<file path="config.mk">
export PLATFORM = sky130hd
export DESIGN_NAME = mem_arbiter
export DESIGN_NICKNAME = d
export VERILOG_FILES = /design/src/rtl/mem_arbiter.sv
export SDC_FILE = /design/constraint.sdc
export NUM_CORES = 1
export LEC_CHECK = 0
export BUFFER_PORTS_ARGS = -buffer_cell sky130_fd_sc_hd__buf_4
export CORE_AREA = 2 2 336 338
export CTS_CLUSTER_SIZE = 20
export DETAILED_ROUTE_END_ITERATION = 12
export DIE_AREA = 0 0 338 340
export SLEW_MARGIN = 20
export SYNTH_ARGS = -nofsm -noshare
export SYNTH_HDL_FRONTEND = slang
export SYNTH_SLANG_ARGS = --single-unit
</file>
<file path="constraint.sdc">
create_clock -name clk -period 1.8 [get_ports clk]
set_clock_uncertainty 0.1 [all_clocks]
set_input_delay 0.18 -clock clk [delete_from_list [all_inputs] [get_ports clk]]
set_output_delay 0.18 -clock clk [all_outputs]
set_load 0.01 [all_outputs]
</file>
<file path="src/rtl/mem_arbiter.sv">
// Two-client (I-cache / D-cache) arbiter onto a single memory port.
// Round-robin on simultaneous requests, one-cycle RELEASE gap between grants.
module mem_arbiter #(
    parameter int ADDR_W = 28,
    parameter int DATA_W = 128
) (
    input  logic              clk,
    input  logic              proc_reset_n,
    input  logic              i_mem_read,
    input  logic              i_mem_write,
    input  logic [ADDR_W-1:0] i_mem_addr,
    input  logic [DATA_W-1:0] i_mem_wdata,
    output logic [DATA_W-1:0] i_mem_rdata,
    output logic              i_mem_ready,
    input  logic              d_mem_read,
    input  logic              d_mem_write,
    input  logic [ADDR_W-1:0] d_mem_addr,
    input  logic [DATA_W-1:0] d_mem_wdata,
    output logic [DATA_W-1:0] d_mem_rdata,
    output logic              d_mem_ready,
    output logic              mem_read,
    output logic              mem_write,
    output logic [ADDR_W-1:0] mem_addr,
    output logic [DATA_W-1:0] mem_wdata,
    input  logic [DATA_W-1:0] mem_rdata,
    input  logic              mem_ready
);

    typedef enum logic [1:0] {
        IDLE    = 2'd0,
        GRANT_I = 2'd1,
        GRANT_D = 2'd2,
        RELEASE = 2'd3
    } state_e;

    state_e            state_q, state_d;
    logic              last_grant_q, last_grant_d;
    logic              mem_read_q, mem_read_d;
    logic              mem_write_q, mem_write_d;
    logic [ADDR_W-1:0] mem_addr_q, mem_addr_d;
    logic [DATA_W-1:0] mem_wdata_q, mem_wdata_d;
    logic              i_req, d_req;

    assign i_req = i_mem_read | i_mem_write;
    assign d_req = d_mem_read | d_mem_write;

    always_ff @(posedge clk or negedge proc_reset_n) begin
        if (!proc_reset_n) begin
            state_q      <= IDLE;
            last_grant_q <= 1'b1;
            mem_read_q   <= 1'b0;
            mem_write_q  <= 1'b0;
            mem_addr_q   <= '0;
            mem_wdata_q  <= '0;
        end else begin
            state_q      <= state_d;
            last_grant_q <= last_grant_d;
            mem_read_q   <= mem_read_d;
            mem_write_q  <= mem_write_d;
            mem_addr_q   <= mem_addr_d;
            mem_wdata_q  <= mem_wdata_d;
        end
    end

    always_comb begin
        state_d      = state_q;
        last_grant_d = last_grant_q;
        mem_read_d   = mem_read_q;
        mem_write_d  = mem_write_q;
        mem_addr_d   = mem_addr_q;
        mem_wdata_d  = mem_wdata_q;
        case (state_q)
            IDLE: begin
                // On a tie, I wins only if D held the previous grant
                if (i_req && (!d_req || last_grant_q)) begin
                    state_d      = GRANT_I;
                    last_grant_d = 1'b0;
                    mem_addr_d   = i_mem_addr;
                    mem_wdata_d  = i_mem_wdata;
                    mem_write_d  = i_mem_write;
                    mem_read_d   = i_mem_read & ~i_mem_write;
                end else if (d_req) begin
                    state_d      = GRANT_D;
                    last_grant_d = 1'b1;
                    mem_addr_d   = d_mem_addr;
                    mem_wdata_d  = d_mem_wdata;
                    mem_write_d  = d_mem_write;
                    mem_read_d   = d_mem_read & ~d_mem_write;
                end
            end
            GRANT_I, GRANT_D: begin
                if (mem_ready) begin
                    state_d     = RELEASE;
                    mem_read_d  = 1'b0;
                    mem_write_d = 1'b0;
                    mem_addr_d  = '0;
                    mem_wdata_d = '0;
                end
            end
            RELEASE: state_d = IDLE;
            default: state_d = IDLE;
        endcase
    end

    always_comb begin
        i_mem_ready = 1'b0;
        d_mem_ready = 1'b0;
        i_mem_rdata = '0;
        d_mem_rdata = '0;
        if (state_q == GRANT_I) begin
            i_mem_ready = mem_ready;
            i_mem_rdata = mem_rdata;
        end
        if (state_q == GRANT_D) begin
            d_mem_ready = mem_ready;
            d_mem_rdata = mem_rdata;
        end
    end

    assign mem_read  = mem_read_q;
    assign mem_write = mem_write_q;
    assign mem_addr  = mem_addr_q;
    assign mem_wdata = mem_wdata_q;

endmodule

</file>
Word-level counts from Yosys, hierarchy flattened
Cells that the tools add are included.
Operators by class
  equal/unequal tests: 5
  reductions and logical operators: 10
  bitwise logic cells: 6
  multiplexer cells: 25
Operators by type and width (number)
  two-way mux 128 bit: 5
  case mux 128 bit (2 select lines): 1
  two-way mux 28 bit: 3
  case mux 28 bit (2 select lines): 1
  two-way mux 1 bit: 9
  two-way mux 2 bit: 3
  case mux 2 bit (3 select lines): 1
  == test 2 bit, second input constant: 2
  case mux 1 bit (2 select lines): 2
  AND reduction 2 bit: 2
  nonzero test 2 bit: 2
  inequality test 3 bit, second input constant: 1
  AND reduction 3 bit: 1
  AND 1 bit: 2
  == test 2 x 1 -> 1 bit, second input constant: 1
  zero test 2 bit: 1
  inequality test 2 bit, second input constant: 1
  NOT 1 bit: 2
  OR 1 bit: 2
  OR reduction 2 bit: 1
  logical AND 1 bit: 1
  zero test 1 bit: 1
  logical OR 1 bit: 1
Storage, ports and cells
  input bits: 447
  output and inout port bits: 416
  register bits after elaboration: 161
  word-level logic and storage cells: 52

Longest topological paths before layout
  depth after elaboration: 6
  mapped depth: 8
  gate-level depth less buffers: 5

Least setup slack after synthesis
OpenSTA, ideal clock, no wires.
  kind: register -> register
  start: register state_q[0]
  end: register mem_wdata_q[103], in the netlist mem_wdata[103]
  data required time: 1.561 ns
  data arrival time: 1.691 ns
  cell stages (with the launch flop): 8
  setup slack: -0.130 ns
  period minus slack after synthesis: 1.930 ns
  library setup time: 0.139 ns
  buffers on the path: 2
  cells stage by stage: dfrtp_1 -> inv_1 -> ha_1 -> nand2b_1 -> a22oi_2 -> buf_2 -> buf_2 -> o221ai_2
On the way
  word-level cells in the longest chain between the ends: 4
Ends and longest elaborated chain
  start: declaration: line 36  | state_e state_q, state_d;
  start signal: assignment: line 56  | state_q <= state_d;
  == test 2 x 1 -> 1 bit or == test 2 bit (tied branches): line 72  | case (state_q)
  OR reduction 2 bit: line 72
  inequality test 2 bit (no source line) or nonzero test 2 bit (tied branches)
  AND reduction 3 bit (no source line)
  end signal: assignment: line 61  | mem_wdata_q <= mem_wdata_d;
  end: declaration: line 41  | logic [DATA_W-1:0] mem_wdata_q, mem_wdata_d;
Parallel ways exist; a longest one is shown, timed or not.
A chain may end at the register's enable or synchronous reset.

Worst setup path after layout
  start: register state_q[0]
  end: register mem_wdata_q[37], in the netlist mem_wdata[37]
Same word-level chain as after synthesis.

==> summary.md <==
| Metric | Value |
|---|---|
| Worst setup margin | `-0.437 ns` |
| Post-Syn Area | `0.0112 mm^2` |
| Core Area | `0.112 mm^2` |
| First-pass GRT wire length | `120 mm` |
| Synth top area share | `35.8%` |
| # rows | `123` |
| Critical path required time | `2.13 ns` |
| Die ar. | `0.115 mm^2` |
| CTS Buf Count | `17` |
| CP Launch Type | `flop` |
| Setup_tns | `-145.58 ns` |
| Net Count, Synth | `1681` |
| Final Max Slew Viols | `0` |
| GP Congestion | `0.877` |
| Final instance area | `0.0268 mm^2` |
| Pwr dens | `1520 mW/mm^2` |
| Die width | `338 um` |
| MaxCap Viol Count | `0` |
| Post-synthesis sequential area ratio | `36.1%` |
| Hold violation total from the final report | `0` |
| GRT Util Overall | `15.3%` |
| RSZ-0062 raised after global routing | `yes` |
| Synthesis-to-finish area growth | `140%` |
| CP Max Fanout | `14` |
| Wirelength per Cell | `25.1 um` |
| Async set-reset flop share out of synthesis | `100%` |
| Syn Area/Cell | `9.08 um^2` |
| CTS tree | `yes` |
| Post-synth EDFFs | `0` |
| First-pass DRT Iterations | `6` |
| Routed Antenna Nets | `0` |
| Synth area leader | `dfrtp_1` |
| Worst Path Class, Setup | `reg -> reg` |
| Initial Util | `10.0%` |
| WP data arrival | `2.56 ns` |
| Post-Syn Instances | `1230` |
| Die Y | `340 um` |
| Vias in the first global route | `14900` |
| Synth Warn # | `0` |
| Finish-stage setup viols | `417` |
| Drc violations | `0` |
| Netlist cell types | `34` |
| Post-Route WL | `100 mm` |
| Violated checks | `negative setup slack` |
| Post-Layout Cell Count | `3996` |
| Final critical-path required period | `2.24 ns` |
| P_leak | `0.0119 uW` |
| Worst slew pin tran | `0.515 ns` |
| Fmax | `0.447 GHz` |
| Post-DP Area | `0.0201 mm^2` |
| Slew HR | `65.7%` |
| Commonest cells post-synth | `and2_1 (259), inv_1 (161), dfrtp_1 (160)` |
| CTS sink count | `161` |
| Proportion of layout cells with a drive suffix above 1 | `55.1%` |
| I/O pin count | `863` |
| Vias per inst | `3.90` |
| Register area | `0.00403 mm^2` |
| Top_reg_cell synth | `dfrtp_1` |
| Area of the multi-input gates | `0.00624 mm^2` |
| Initial antenna violation count | `54` |
| CP endpoint kind | `flop` |
| Remaining Overflow, GRT | `0` |
| Post-detail-place hpwl | `72.7 mm` |
| Largest cells by area after synthesis | `dfrtp_1 (36%), o221ai_2 (15%), and2_1 (15%)` |
| Peak VDD IR | `0.823 mV` |
| CTS max path bufs | `2` |
| Clock slew at reported path FFs | `0.09 ns` |
| DR vias | `15600` |
| Fillers | `11700` |
| Most frequent cell after synthesis | `and2_1` |
| Yosys reg bits | `161` |
| Hold Crit Class | `in -> async` |
| Final cycle utilization of the critical path | `124%` |
| Clock latency at the later pin of the worst-skew pair | `0.50 ns` |
| Root Driver | `clkbuf_16` |
| Port buffer count | `862` |
| H-Tree Depth | `4` |
| Layout net count | `2929` |
| Status | `complete, but fails checks` |
| Largest net degree at the start of global routing | `75` |
| Inst Count DP | `3560` |
| Initial DRC Count | `960` |
==> kinds of logic (layout without fill, tap and decap cells) <==
logic type | Yosys count | in the layout | synth area share [%]
other | 0 | 5 | 0
buffers and inverters | 311 | 1572 | 12.5
and+or+nand+nor | 584 | 584 | 31.4
adders and majority gates | 4 | 4 | 0.448
AOI/OAI and AO/OA | 169 | 169 | 19.4
DFF | 161 | 161 | 36.1
muxes | 1 | 1 | 0.101
==> what timing repair did <==
item | in CTS | in global routing
buffers inserted | 6 | 25
pin swaps | 35 | 55
gates resized for setup | 162 | 191
setup endpoints to repair | 415 | 417
hold buffers | 315 | 0
endpoints found under the hold margin | 318 | 0
gates cloned | 12 | 43
==> flip-flops by register name, summed over array words and instances, names as in the netlist <==
register	cells
mem_wdata	128
mem_addr	28
state_q	2
last_grant_q	1
mem_read	1
mem_write	1
==> worst max-delay path, cell delays in order (launching register included) <==
cell       delay (ns)
dfrtp_1          0.40
inv_2            0.10
buf_6            0.11
ha_4             0.20
buf_6            0.12
nor2b_4          0.18
buf_12           0.17
buf_12           0.13
clkbuf_16        0.18
clkbuf_16        0.18
nand4_1          0.13
o221ai_2         0.13
==> per-stage QoR <==
stage / setup slack, ns / hold slack (ns) / utilization (%) / power (uW)
after floorplan: 0.00966 / -0.216 / - / 16300
after global placement: -0.242 / 0.0569 / 18.0 / 27000
after detailed placement: -0.242 / 0.0655 / 18.0 / 27100
after CTS: -0.500 / 0.0612 / 22.2 / 34500
after global routing: -0.508 / 0.0703 / 24.0 / 42700
final: -0.437 / 0.0679 / 24.0 / 40700
==> area by class of cell <==
class	count	area share [%]
Timing Repair Buffer	1379	50.0
Multi-Input combinational cell	758	23.3
Sequential cell	161	15.0
Tap cell	1500	7.00
Inverter	161	2.25
Clock buffer	17	1.59
Clock inverter	15	0.811
Antenna cell	5	0.0466
==> routing by layer <==
metal	global-route usage, %	share of wire, %	vias to the layer above
met3	4.38	8.0	202
met2	27.5	50	927
li1	-	-	6934
met1	17.1	38	7500
met4	5.13	4.0	12
met5	0	0.080	-
==> worst paths after layout <==
| kind | to | slack (ns) | depth (start not counted) | startpoint |
|---|---|---|---|---|
| worst max-delay path | mem_wdata[37] | -0.44 | 11 | state_q[0] |
| worst min-delay path | mem_addr[26] | 0.07 | 2 | proc_reset_n |
| worst max register to register | mem_wdata[37] | -0.44 | 11 | state_q[0] |
| worst min register to register | mem_write | 0.39 | 1 | mem_write |
| max in group asynchronous | mem_addr[4] | 0.86 | 3 | proc_reset_n |
| min in group clk | state_q[1] | 0.11 | 4 | mem_ready |
==> report_power, final <==
| group | leakage (uW) | total (uW) | internal [uW] | switching [uW] |
|---|---|---|---|---|
| logic | 0.00950 | 30600 | 16100 | 14500 |
| clock network | 0.000308 | 4320 | 2260 | 2060 |
| registers | 0.00212 | 5810 | 4910 | 902 |
| total | 0.0119 | 40700 | 23200 | 17500 |
==> cells in the final DEF (no fill, tap or decap), types with 4 or more instances in the layout <==
| cell type | n |
|---|---|
| inv_6 | 4 |
| buf_16 | 18 |
| o221ai_1 | 34 |
| diode_2 | 5 |
| and2_1 | 134 |
| and2_4 | 125 |
| clkbuf_16 | 54 |
| buf_4 | 807 |
| nand3_2 | 15 |
| nand4_1 | 156 |
| buf_12 | 45 |
| dlygate4sd3_1 | 315 |
| inv_1 | 159 |
| nand3_1 | 140 |
| buf_8 | 26 |
| inv_8 | 4 |
| o221ai_2 | 121 |
| dfrtp_1 | 160 |
| buf_6 | 129 |
No activity file was read; power rests on OpenSTA's default activity.
